<file path="src/rtl/uart_bcd_msg_sequencer_pkg.sv">
// Shared types and ASCII constants for the BCD-to-UART line sequencer.
package uart_seq_pkg;

  typedef enum logic [2:0] {
    IDLE = 3'd0,
    S_D1 = 3'd1,
    S_D0 = 3'd2,
    S_CR = 3'd3,
    S_LF = 3'd4
  } state_e;

  localparam logic [7:0] ASCII_ZERO     = 8'h30;
  localparam logic [7:0] ASCII_QMARK    = 8'h3F;
  localparam logic [7:0] ASCII_CR       = 8'h0D;
  localparam logic [7:0] ASCII_LF       = 8'h0A;
  // No valid BCD pair encodes to this, so the first line after reset is always sent.
  localparam logic [7:0] LAST_SENT_INIT = 8'hFF;

endpackage

</file>
<file path="src/rtl/uart_bcd_msg_sequencer_bcd_to_ascii.sv">
// Combinational BCD digit to ASCII; non-decimal nibbles render as '?'.
module bcd_to_ascii
  import uart_seq_pkg::*;
(
  input  logic [3:0] i_digit,
  output logic [7:0] o_ascii
);

  // Decimal digits map onto '0'..'9', anything else is flagged visibly.
  always_comb begin
    if (i_digit <= 4'd9) begin
      o_ascii = ASCII_ZERO + {4'd0, i_digit};
    end else begin
      o_ascii = ASCII_QMARK;
    end
  end

endmodule

</file>
<file path="src/rtl/uart_bcd_msg_sequencer.sv">
// Formats a two-digit BCD value as "D1 D0 CR LF" and streams it over a
// valid/ready byte handshake whenever the value changes or a repeat timer expires.
module uart_bcd_msg_sequencer
  import uart_seq_pkg::*;
#(
  parameter int REPEAT_CYCLES = 0,
  parameter int CNT_W         = 24
) (
  input  logic       clk,
  input  logic       rst,
  input  logic [3:0] bcd0,
  input  logic [3:0] bcd1,
  input  logic       tx_ready,
  output logic       tx_valid,
  output logic [7:0] tx_data,
  output logic       busy,
  output logic       msg_done
);

  localparam bit              REP_EN  = (REPEAT_CYCLES != 0);
  localparam logic [CNT_W-1:0] REP_MAX = REP_EN ? CNT_W'(REPEAT_CYCLES - 1) : '0;

  state_e           r_state;
  state_e           w_state_nx;
  logic [7:0]       r_snap;
  logic [7:0]       r_last_sent;
  logic [CNT_W-1:0] r_rep_cnt;
  logic [CNT_W-1:0] w_rep_cnt_nx;
  logic             r_tx_valid;
  logic [7:0]       r_tx_data;
  logic             r_busy;
  logic             r_msg_done;
  logic             w_tx_valid_nx;
  logic [7:0]       w_tx_data_nx;
  logic             w_msg_done_nx;
  logic             w_load;
  logic             w_trigger;
  logic [7:0]       w_pair;
  logic [3:0]       w_digit;
  logic [7:0]       w_ascii;

  assign w_pair    = {bcd1, bcd0};
  assign w_trigger = (w_pair != r_last_sent) || (REP_EN && (r_rep_cnt == REP_MAX));
  // In IDLE the high digit is encoded straight from the input (it is snapped on
  // the same edge); afterwards only the low digit of the snapshot is needed.
  assign w_digit   = (r_state == IDLE) ? bcd1 : r_snap[3:0];

  bcd_to_ascii u_bcd_to_ascii (
    .i_digit (w_digit),
    .o_ascii (w_ascii)
  );

  // Next-state and next-output logic; outputs hold while the byte is not taken.
  always_comb begin
    w_state_nx    = r_state;
    w_tx_valid_nx = r_tx_valid;
    w_tx_data_nx  = r_tx_data;
    w_msg_done_nx = 1'b0;
    w_load        = 1'b0;
    case (r_state)
      IDLE: begin
        if (w_trigger) begin
          w_state_nx    = S_D1;
          w_tx_valid_nx = 1'b1;
          w_tx_data_nx  = w_ascii;
          w_load        = 1'b1;
        end else begin
          w_tx_valid_nx = 1'b0;
          w_tx_data_nx  = 8'h00;
        end
      end
      S_D1: begin
        if (tx_ready) begin
          w_state_nx   = S_D0;
          w_tx_data_nx = w_ascii;
        end else begin
          w_state_nx   = S_D1;
        end
      end
      S_D0: begin
        if (tx_ready) begin
          w_state_nx   = S_CR;
          w_tx_data_nx = ASCII_CR;
        end else begin
          w_state_nx   = S_D0;
        end
      end
      S_CR: begin
        if (tx_ready) begin
          w_state_nx   = S_LF;
          w_tx_data_nx = ASCII_LF;
        end else begin
          w_state_nx   = S_CR;
        end
      end
      S_LF: begin
        if (tx_ready) begin
          w_state_nx    = IDLE;
          w_tx_valid_nx = 1'b0;
          w_tx_data_nx  = 8'h00;
          w_msg_done_nx = 1'b1;
        end else begin
          w_state_nx    = S_LF;
        end
      end
      default: begin
        w_state_nx    = IDLE;
        w_tx_valid_nx = 1'b0;
        w_tx_data_nx  = 8'h00;
      end
    endcase
  end

  // Repeat timer counts idle cycles and restarts whenever a line begins.
  always_comb begin
    w_rep_cnt_nx = r_rep_cnt;
    if (!REP_EN) begin
      w_rep_cnt_nx = '0;
    end else if ((r_state != IDLE) || w_trigger) begin
      w_rep_cnt_nx = '0;
    end else if (r_rep_cnt < REP_MAX) begin
      w_rep_cnt_nx = r_rep_cnt + CNT_W'(1);
    end else begin
      w_rep_cnt_nx = r_rep_cnt;
    end
  end

  // State, snapshot and registered outputs.
  always_ff @(posedge clk or posedge rst) begin
    if (rst) begin
      r_state     <= IDLE;
      r_snap      <= 8'h00;
      r_last_sent <= LAST_SENT_INIT;
      r_rep_cnt   <= '0;
      r_tx_valid  <= 1'b0;
      r_tx_data   <= 8'h00;
      r_busy      <= 1'b0;
      r_msg_done  <= 1'b0;
    end else begin
      r_state    <= w_state_nx;
      r_rep_cnt  <= w_rep_cnt_nx;
      r_tx_valid <= w_tx_valid_nx;
      r_tx_data  <= w_tx_data_nx;
      r_busy     <= (w_state_nx != IDLE);
      r_msg_done <= w_msg_done_nx;
      if (w_load) begin
        r_snap      <= w_pair;
        r_last_sent <= w_pair;
      end else begin
        r_snap      <= r_snap;
        r_last_sent <= r_last_sent;
      end
    end
  end

  assign tx_valid = r_tx_valid;
  assign tx_data  = r_tx_data;
  assign busy     = r_busy;
  assign msg_done = r_msg_done;

endmodule

</file>
<file path="config.mk">
export PLATFORM = sky130hd
export DESIGN_NAME = uart_bcd_msg_sequencer
export DESIGN_NICKNAME = d
export VERILOG_FILES = /design/src/rtl/uart_bcd_msg_sequencer_pkg.sv /design/src/rtl/uart_bcd_msg_sequencer_bcd_to_ascii.sv /design/src/rtl/uart_bcd_msg_sequencer.sv
export SDC_FILE = /design/constraint.sdc
export NUM_CORES = 1
export LEC_CHECK = 0
export CORE_MARGIN = 2
export CORE_UTILIZATION = 50
export DETAILED_ROUTE_END_ITERATION = 7
export GPL_TIMING_DRIVEN = 1
export PLACE_DENSITY = 0.79
export SLEW_MARGIN = 0
export SYNTH_ARGS = -nofsm -noshare
export SYNTH_HDL_FRONTEND = slang
export SYNTH_SLANG_ARGS = --single-unit
</file>
<file path="constraint.sdc">
create_clock -name clk -period 4.95 [get_ports clk]
set_input_delay 0.7425 -clock clk [delete_from_list [all_inputs] [get_ports clk]]
set_output_delay 0.7425 -clock clk [all_outputs]
set_load 0.005 [all_outputs]
</file>
==> summary.md, run 1 <==
| Metric | Value |
|---|---|
| Outcome | complete, no violations |
| DRT Pass-1 Iters | 4 |
| Compound-gate portion of the synthesized area | 16.8% |
| Part of the Yosys area used for sequential elements | 46.7% |
| Max clock buf depth | 2 |
| Syn Area/Cell | 11.7 um^2 |
| CTS clk-pin slew, worst paths | between 0.1 and 0.15 ns |
| Global-route wire length before repair | roughly 3.9 mm |
| Htree depth | 1 |
| Final ANT Viol Nets | 0 |
| Post-CTS Resized | 0 |
| Die area | 0.00292 mm^2 |
| FILL cells | around 210 |
| Endpoint, Worst Hold | tx_valid |
| Share of flip-flops with an asynchronous set or reset | 100% |
| Total Routing Usage GR | roughly a fifth |
| Drt wl/cell | 15.2 um |
| Top Ports | 22 |
| Footprint of the multi-input gates | 601 um^2 |
| Worst Clk Skew | around 0.0079 ns |
| Most frequent cells in the layout | clkdlybuf4s50_1, dfrtp_1, xnor2_1, mux2_2, dfstp_2 |
| Starting density of the core | between 50% and 60% |
| Register area | around 600 um^2 |
| Simple-Gate Fraction of Synth Area | 10.3% |
| Crit path kind | in -> reg |
| Yosys warns | 0 |
| Tightest Pin Transition | 0.875 ns |
| Prevailing post-synth register cell | dfrtp_1 |
| R2R cell count | 4 |
| Most common cell after layout, fill and taps aside | clkdlybuf4s50_1 |
| DRC viols | 0 |
| Largest family of logic cells by synthesized area | compound AO/OA/AOI/OAI gates |
| Largest net degree at the start of global routing | 24 |
| EDFF count, synth | 0 |
| Reg2reg setup slack | about 3.0 ns |
| Maximum clock frequency | about 0.42 GHz |
| Reg2reg end | r_snap[2] |
| # setup viols final | 0 |
| Hold Path Class | reg -> reg |
| Worst-Skew Late Latency | 0.32 ns |
| Core Footprint | 0.00243 mm^2 |
| Hold buffers post-CTS | 0 |
| Detailed Route WL | ~2.3 mm |
| Pwr Density | 638 mW/mm^2 |
| Post-DP HPWL | 1.69 mm |
| Vias in the first global route | 869 |
| Setup TNS | 0 ns |
| Max IR drop VDD | 0.000306 V |
| CTS tree | done |
| Diodes inserted | 0 |
| Hold depth | 2 |
| Core Util, Final | 59.7% |
| Slew Viols, Final | 0 |
| Die height | around 54 um |
| Avg Vias per Cell | 5.52 |
| Syn Inst Count | 107 |
| FF-to-FF Start | r_last_sent[0] |
| Critical Path RT | 5.16 ns |
| Post-layout minimum cycle time | 2.39 ns |
| Root buffer cell | clkbuf_4 |
| RSZ-0062 raised after global routing | false |
| Clk sink count | 23 |
| Adder-cell share of the synthesized area | 0% |
| Syn Std Cell Area | 0.00125 mm^2 |
| Row cnt | 18 |
| Total grt overflow | 0 |
| HP Start | tx_valid |
| Final hold viol count | 0 |
| Final #Nets | between 100 and 150 |
| Slew HR | roughly 42% |
| Multiplexer share of the synthesized area | between 10 and 15% |
| Initial DRC Count | 5 |
| Antenna violations before repair | 0 |
| Seq cells post-synth | 23 |
| Crit path capture type | register |
| Final period util | 48.2% |
| Die X | around 54 um |
| Layout cell share with drive strength beyond 1 | 25.2% |
| Post-CTS Setup Bufs | 0 |
| CP Data Arrival Time | 2.60 ns |
| Post-Synth XOR/XNOR Area | between 6 and 7% |
| Leakage | 0.575 nW |
| Crit start category | input port |
| Max FO, Critical Path | 16 |
| Vias post-DR | 844 |
| Synthesis-to-finish area growth | 15.8% |
| Routability cong. | between 0.7 and 0.8 |
| Synth unique cells | 38 |
| IO buf count | 19 |
| Max-Cap Viols | 0 |
| CTS Buf Count | 3 |
-- stage by stage --
stage | instances | total power, W | hold slack, ns | cell area, um^2 | setup slack, ns
2_1_floorplan | 108 | 0.000729 | 0.482 | 1260 | 3.01
3_3_place_gp | 149 | 0.000819 | 0.486 | 1430 | 2.31
3_5_place_dp | 149 | 0.000841 | 0.502 | 1430 | 2.25
4_1_cts | 153 | 0.000929 | 0.532 | 1450 | 2.59
5_1_grt | 153 | 0.000995 | 0.579 | 1450 | 2.48
6_report | 153 | 0.000926 | 0.519 | 1450 | 2.56
-- worst max-delay path by stage --
stage,startpoint,end,depth (start not counted)
floorplan,bcd0[3],r_snap[0],5
global placement,bcd1[1],r_snap[2],5
detailed placement,bcd1[3],r_snap[2],5
CTS,bcd1[3],r_snap[2],5
global route,bcd1[3],r_snap[2],5
finish,bcd1[1],r_snap[2],5
-- worst max-delay path, cell delays in order --
cell	delay (ns)
clkdlybuf4s50_1	0.57
xnor2_1	0.16
nand4_2	0.20
o21ai_4	0.53
mux2_2	0.39
-- final cells by class --
cell class | instances | area share [%]
clock buffer | 4 | 1.81
multi-input combinational | 74 | 41.4
timing repair buffer | 19 | 13.1
tap | 30 | 2.59
inverter | 3 | 0.776
sequential | 23 | 40.3
-- power by group --
group	total (W)	switching, W	leakage, nW	internal, W
Sequential	0.000401	0.0000972	0.261	0.000303
Clock	0.0000886	0.0000570	0.0150	0.0000315
Combinational	0.000437	0.000176	0.299	0.000260
Total	0.000926	0.000331	0.575	0.000595
-- flip-flops by register name, indices dropped and copies added, names as in the netlist --
register / cells
r_last_sent: 8
busy: 1
tx_data: 5
msg_done: 1
tx_valid: 1
r_state: 3
r_snap: 4
-- metal layers --
layer | routed length, um | track usage (%) | vias up
met2 | 1120 | 31.7 | 18
li1 | - | - | 418
met3 | 77 | 3.06 | 5
met1 | 1080 | 24.1 | 403
met5 | 0 | 0 | -
met4 | 42 | 10.0 | 0
-- kinds of logic (layout without fill, tap and decap cells) --
| kind of cell | Yosys count | count (layout) |
|---|---|---|
| AOI/OAI and AO/OA | 29 | 29 |
| other | 1 | 2 |
| xor gates and xnor gates | 9 | 9 |
| muxes | 14 | 14 |
| and+or+nand+nor | 20 | 20 |
| buffers and inverters | 11 | 26 |
| DFF | 23 | 23 |
-- synthesized netlist by cell type (2+ instances only) --
| library cell | n | area [um^2] |
|---|---|---|
| o211ai_1 | 6 | 45.0 |
| a21oi_1 | 6 | 30.0 |
| dfstp_2 | 8 | 210 |
| dfrtp_1 | 15 | 375 |
| mux2_4 | 5 | 75.1 |
| clkbuf_1 | 2 | 7.51 |
| or3_1 | 2 | 12.5 |
| mux2_2 | 8 | 90.1 |
| nand2_1 | 3 | 11.3 |
| o21ai_0 | 4 | 20.0 |
| a2bb2oi_1 | 2 | 17.5 |
| xnor2_1 | 8 | 70.1 |
| o21bai_1 | 2 | 15.0 |
| inv_1 | 3 | 11.3 |
| buf_4 | 5 | 37.5 |
| nor2_1 | 5 | 18.8 |
| nand4_2 | 2 | 25.0 |
(Power assumes the default switching activity.)
==> run 2, diff against run 1 <==
--- a/config.mk
+++ b/config.mk
@@ -6,10 +6,10 @@
 export NUM_CORES = 1
 export LEC_CHECK = 0
 export CORE_MARGIN = 2
-export CORE_UTILIZATION = 50
+export CORE_UTILIZATION = 46
 export DETAILED_ROUTE_END_ITERATION = 7
 export GPL_TIMING_DRIVEN = 1
-export PLACE_DENSITY = 0.79
+export PLACE_DENSITY = 0.77
 export SLEW_MARGIN = 0
 export SYNTH_ARGS = -nofsm -noshare
 export SYNTH_HDL_FRONTEND = slang
==> constraint.sdc (replaced) <==
create_clock -name clk -period 1.9 [get_ports clk]
set_input_delay 0.285 -clock clk [delete_from_list [all_inputs] [get_ports clk]]
set_output_delay 0.285 -clock clk [all_outputs]
set_load 0.005 [all_outputs]
==> run 2 against run 1 <==
  * Global-route usage fell by 2.3 points
  * Die area rose by 8.0%
  * Clock-buffer cell count did not move
  * Sequential share of layout area fell by 3.3 points
  * Cell count rose by 11%
  * Sequential cell count did not move
  * Combinational power rose to 3.0 times the previous value
  * First-iteration DRC count rose to 3.6 times the previous value
  * Core utilization rose by 2.9 points
  * Largest power group unchanged
  * Highest routed layer unchanged
==> summary.md, run 2 (synthesized netlist as in run 1, its figures left out) <==
| Metric | Value |
|---|---|
| Outcome | complete, no violations |
| Post-layout minimum cycle time | 1.71 ns |
| Vias post-DR | 937 (+11%) |
| Busiest grt layer | met2 |
| Pwr Density | 1610 mW/mm^2 (+150%) |
| Max IR drop VDD | 0.000911 V (+200%) |
| Critical Path RT | 2.14 ns (-3.02 ns) |
| CTS Buf Count | 3 (unchanged) |
| Initial DRC Count | 18 (+13) |
| Final instance area | 0.00158 mm^2 (+8.8%) |
| Detailed Route WL | 2.49 mm (+7.3%) |
| Core Util, Final | 62.6% (+2.9 points) |
| Combinational fraction of design power | 52.1% (+4.9 points) |
| Reg2reg setup slack | 0.19 ns (-2.81 ns) |
| Diodes inserted | 0 (unchanged) |
| Largest net degree at the start of global routing | 24 (unchanged) |
| Final ANT Viol Nets | 0 (unchanged) |
| FF-to-FF Start | r_state[2] |
| Routability cong. | 0.795 (+0.34%) |
| Total grt overflow | 0 (unchanged) |
| Die height | 56.2 um (+3.9%) |
| CTS clk-pin slew, worst paths | 0.13 ns (about the same) |
| Internal power | 0.00166 W (+180%) |
| Max clock buf depth | 2 (unchanged) |
| CP Data Arrival Time | 1.95 ns (-0.65 ns) |
| Die area | 0.00316 mm^2 (+8.0%) |
| Row cnt | 18 (unchanged) |
| Post-DP HPWL | 1.88 mm (+12%) |
| Die X | 56.2 um (+3.9%) |
| Maximum clock frequency | slightly below 0.6 GHz |
| GR Layer Usage met1 | 20.4% (-3.7 points) |
| CP max stage delay | 0.43 ns (-0.14 ns) |
| Layout cell share with drive strength beyond 1 | 34.3% (+9.1 points) |
| Layout Cells excl Fill | 170 (+11%) |
| Final period util | 89.9% |
| Dpl ws | -0.0659 ns (-2.31 ns) |
| Seq pwr share | 38.6% (-4.7 points) |
| Slowest stage cell, crit path | dfrtp_1 |
| Family with the most delay on the worst path | simple AND/OR/NAND/NOR gates |
| Worst path cell trace | nor3_4, mux2_2, or3_1, o211ai_1 |
| Worst-Skew Late Latency | 0.32 ns (about the same) |
| CTS tree | done |
| Most common cell after layout, fill and taps aside | clkdlybuf4s50_1 |
| Vias in the first global route | 958 (+10%) |
| Top Ports | 22 (unchanged) |
| Hold Path Class | in -> async |
| Clk pwr share | 9.3% (-0.3 points) |
| Antenna violations before repair | 0 (unchanged) |
| Crit path capture type | register |
| DP Area | 0.00155 mm^2 (+9.0%) |
| Starting density of the core | 49.7% (-1.8 points) |
| Synthesis-to-finish area growth | 25.9% |
| Post-CTS Resized | 0 (unchanged) |
| Most frequent cells in the layout | clkdlybuf4s50_1, buf_4, dfrtp_1 |
| Htree depth | 1 (unchanged) |
| Root buffer cell | clkbuf_4 |
| Max FO, Critical Path | 5 (-11) |
| Post-CTS Setup Bufs | 0 (unchanged) |
| Reg2reg end | tx_data[1] |
| Crit path kind | reg -> reg |
| R2R cell count | 4 (unchanged) |
| Drt wl/cell | 14.7 um (-3.5%) |
| Total Routing Usage GR | 16.9% (-2.3 points) |
| DRC viols | 0 (unchanged) |
| DP Cell Count | 166 (+11%) |
| Slew Viols, Final | 0 (unchanged) |
| Most flop-heavy register | r_last_sent |
| Leakage | 0.656 nW (+14%) |
| Worst setup margin | 0.192 ns (-2.37 ns) |
| Final #Nets | 152 (+13%) |
| IO buf count | 19 (unchanged) |
| P_sw | 0.000887 W (+170%) |
| M2 GR Usage | 31.6% (-0.11 points) |
| # setup viols final | 0 (unchanged) |
| RSZ-0062 raised after global routing | false |
| Met3 Resource Use GR | 2.09% (-0.96 points) |
| Global-route wire length before repair | 4.27 mm (+8.8%) |
| Worst Clk Skew | 0.00168 ns (-0.00623 ns) |
| Sw Share | 34.9% (-0.84 points) |
| Final hold viol count | 0 (unchanged) |
| Crit start category | register |
| Max-Cap Viols | 0 (unchanged) |
| Number of buffers and inverters on the critical path | 0 (-1) |
| Hold buffers post-CTS | 0 (unchanged) |
| Avg Vias per Cell | 5.51 (about the same) |
| Max reg flops | 8 (unchanged) |
| DRT Pass-1 Iters | 4 (unchanged) |
| Clk sink count | 23 (unchanged) |
| Final Power | 0.00254 W (+170%) |
| Core Footprint | 0.00252 mm^2 (+3.7%) |
## run 2: changes by cell type in the layout (fill, tap and decap cells not counted), sizes merged
cell / change
buf: +17
## run 2: per-layer routing
metal  share of wire (%)  routed length, um  vias to the layer above
li1                    -                  -                      449
met2                  50               1250                       25
met4                 1.2                 29                        0
met5                   0                  0                        -
met3                 4.1                101                        5
met1                  45               1110                      458
## run 2: worst max path at each step
stage,startpoint,endpoint,slack [ns],depth (start not counted)
2_1_floorplan,r_last_sent[2],r_snap[0],0.22,5
3_3_place_gp,bcd0[2],r_snap[3],-0.003,6
3_5_place_dp,bcd0[2],r_last_sent[3],-0.07,6
4_1_cts,r_state[2],tx_data[1],0.18,4
5_1_grt,r_last_sent[5],r_last_sent[3],0.12,5
6_report,r_state[2],tx_data[1],0.19,4
## run 2: stage by stage
step                hold slack [ns]  setup TNS [ns]
floorplan                     0.281               0
global placement              0.500        -0.00657
detailed placement            0.509          -0.507
CTS                           0.306               0
global route                  0.340               0
finish                        0.287               0
## run 2: layout make-up
type / count / area, um^2
fillers: 210 / 943
repair buffers: 36 / 318
multi-input cells: 74 / 601
inverters: 3 / 11.3
flip-flops and latches: 23 / 586
well taps: 30 / 37.5
clock buffers: 4 / 26.3
## run 2: power groups by stage
stage	clock network, W	registers, W	logic [W]
2_1_floorplan	0	0.000937	0.000962
5_1_grt	0.000253	0.00101	0.00145
4_1_cts	0.000234	0.000983	0.00134
3_3_place_gp	0	0.000976	0.00129
6_report	0.000235	0.000982	0.00132
3_5_place_dp	0	0.000992	0.00133
## run 2: worst min-delay path, cell delays in order
cell	delay, ns
clkdlybuf4s50_1	0.39
inv_1	0.05
buf_4	0.29
==> run 3, diff against run 2 <==
--- a/config.mk
+++ b/config.mk
@@ -5,11 +5,12 @@
 export SDC_FILE = /design/constraint.sdc
 export NUM_CORES = 1
 export LEC_CHECK = 0
+export ABC_CLOCK_PERIOD_IN_PS = 2100
 export CORE_MARGIN = 2
-export CORE_UTILIZATION = 46
+export CORE_UTILIZATION = 50
 export DETAILED_ROUTE_END_ITERATION = 7
 export GPL_TIMING_DRIVEN = 1
-export PLACE_DENSITY = 0.77
+export PLACE_DENSITY = 0.79
 export SLEW_MARGIN = 0
 export SYNTH_ARGS = -nofsm -noshare
 export SYNTH_HDL_FRONTEND = slang
==> constraint.sdc (replaced) <==
create_clock -name clk -period 2.1 [get_ports clk]
set_input_delay 0.315 -clock clk [delete_from_list [all_inputs] [get_ports clk]]
set_output_delay 0.315 -clock clk [all_outputs]
set_load 0.005 [all_outputs]
==> run 3 against run 2 <==
  * Combinational power is 16% lower
  * Via count is 4.4% lower
  * Sequential share of layout area is 1.6 points higher
  * Clock power is 14% lower
  * Largest power group unchanged
  * Die area is 7.4% lower
  * Highest routed layer unchanged
==> summary.md, run 3 (synthesized netlist as in run 1, its figures left out) <==
| Metric | Value |
|---|---|
| Outcome | complete, no violations |
| CP startpoint | r_state[0] |
| Max-Cap Viols | 0 (unchanged) |
| Top Ports | 22 (unchanged) |
| M2 GR Usage | 32.5% (+0.92 points) |
| Crit path capture type | register |
| Die height | 54.1 um (-3.8%) |
| Busiest grt layer | met2 |
| Leakage | 0.615 nW (-6.2%) |
| Critical Path RT | 2.34 ns (+0.20 ns) |
| Met3 Resource Use GR | 3.33% (+1.2 points) |
| DRT Pass-1 Iters | 4 (unchanged) |
| Root buffer cell | clkbuf_4 |
| Diodes inserted | 0 (unchanged) |
| CP max stage delay | 0.51 ns (+0.08 ns) |
| Worst path cell trace | nor3_4, mux2_2, or3_1, o211ai_1 |
| Final hold viol count | 0 (unchanged) |
| # setup viols final | 0 (unchanged) |
| Pwr Density | 1480 mW/mm^2 (-8.4%) |
| RSZ-0062 raised after global routing | false |
| Post-layout minimum cycle time | 1.79 ns (+0.0806 ns) |
| Most frequent cells in the layout | clkdlybuf4s50_1, dfrtp_1 |
| Hold Path Class | in -> async |
| Row cnt | 18 (unchanged) |
| Avg Vias per Cell | 5.57 (+0.97%) |
| Crit path kind | reg -> reg |
| Core Footprint | 0.00243 mm^2 (-3.6%) |
| DRC viols | 0 (unchanged) |
| Htree depth | 1 (unchanged) |
| Max clock buf depth | 2 (unchanged) |
| Max reg flops | 8 (unchanged) |
| Initial DRC Count | 8 (-10) |
| IO buf count | 19 (unchanged) |
| CTS clk-pin slew, worst paths | 0.13 ns (about the same) |
| Slowest stage cell, crit path | dfrtp_1 |
| Final ANT Viol Nets | 0 (unchanged) |
| Final period util | 85.2% (-4.7 points) |
| WHS | 0.302 ns (+0.0148 ns) |
| Post-CTS Resized | 0 (unchanged) |
| Post-DP HPWL | 1.80 mm (-4.2%) |
| Synthesis-to-finish area growth | 20.7% |
| Family with the most delay on the worst path | simple AND/OR/NAND/NOR gates |
| Global-route wire length before repair | 3.62 mm (-15%) |
| GR Layer Usage met1 | 20.0% (-0.41 points) |
| Detailed Route WL | 2.30 mm (-7.7%) |
| Starting density of the core | 51.5% (+1.8 points) |
| Clk sink count | 23 (unchanged) |
| Total Routing Usage GR | 17.9% (+1.0 points) |
| Most flop-heavy register | r_last_sent |
| Vias in the first global route | 833 (-13%) |
| Hold buffers post-CTS | 0 (unchanged) |
| Number of buffers and inverters on the critical path | 0 (unchanged) |
| Worst Clk Skew | 0.00764 ns (+0.00596 ns) |
| CTS Buf Count | 3 (unchanged) |
| Final #Nets | 143 (-5.9%) |
| Max IR drop VDD | 0.000834 V (-8.5%) |
| Final instance area | 0.00151 mm^2 (-4.2%) |
| Slew Viols, Final | 0 (unchanged) |
| FF-to-FF Start | r_state[0] |
| CTS tree | done |
| Largest net degree at the start of global routing | 14 (-42%) |
| Vias post-DR | 896 (-4.4%) |
| Tightest Pin Transition | a little over 0.5 ns |
| Routability cong. | 0.817 (+2.7%) |
| Maximum clock frequency | 0.559 GHz (-4.5%) |
| Drt wl/cell | 14.3 um (-2.5%) |
| Max FO, Critical Path | 9 (+4) |
| Post-CTS Setup Bufs | 0 (unchanged) |
| Layout cell share with drive strength beyond 1 | 30.5% (-3.8 points) |
| Crit start category | register |
| Most common cell after layout, fill and taps aside | clkdlybuf4s50_1 |
| Total grt overflow | 0 (unchanged) |
| Setup TNS | 0 ns (unchanged) |
| Die X | 54.1 um (-3.8%) |
| Antenna violations before repair | 0 (unchanged) |
| Slew HR | 65.5% |
| DP Area | 0.00149 mm^2 (-4.4%) |
| CP Data Arrival Time | 2.03 ns (+0.08 ns) |
| Worst-Skew Late Latency | 0.31 ns (about the same) |
| Die area | 0.00292 mm^2 (-7.4%) |
run 3: cell types whose count changed in the layout (fill, tap and decap cells not counted), sizes merged:
cell and delta:
clkinv +1, buf -9, clkbuf -1
run 3: worst reg2reg max path: stages (launching register included):
cell and delay, ns:
dfrtp_1 0.51, nor3_4 0.36, mux2_2 0.39, or3_1 0.35, o211ai_1 0.11
run 3: path summary, 6_finish.rpt:
| kind | slack (ns) | end | depth (start not counted) |
|---|---|---|---|
| setup reg to reg | 0.31 | tx_data[1] | 4 |
| hold / removal | 0.30 | r_snap[0] | 2 |
| min in group clk | 0.54 | tx_valid | 2 |
| max in group asynchronous | 1.25 | tx_data[3] | 3 |
| setup / recovery | 0.31 | tx_data[1] | 4 |
| hold reg to reg | 0.54 | tx_valid | 2 |
run 3: cell type report:
type	instances	area (um^2)
Sequential cell	23	586
Tap cell	30	37.5
Inverter	3	11.3
Clock buffer	3	22.5
Multi-Input combinational cell	74	601
Timing Repair Buffer	27	250
Clock inverter	1	5.00
Fill cell	198	920
run 3: power by group:
group | leakage, nW | switching, W | internal (W) | total [W]
registers | 0.261 | 0.000207 | 0.000716 | 0.000922
clock network | 0.0177 | 0.000132 | 0.0000713 | 0.000203
logic | 0.337 | 0.000443 | 0.000663 | 0.00111
run 3: per-stage QoR:
stage	utilization (%)	instances	total power, W	setup WS, ns
after floorplan	-	108	0.00172	0.425
final	62.2	161	0.00223	0.311
after CTS	62.2	161	0.00225	0.312
after global placement	61.1	157	0.00199	0.113
after global routing	62.2	161	0.00238	0.270
after detailed placement	61.1	157	0.00204	0.0582
run 3: layer usage:
layer  vias to the layer above  share of wire (%)
met1                       434                 44
met3                         5                4.3
li1                        435                  -
met5                         -                  0
met4                         0                1.7
met2                        22                 50
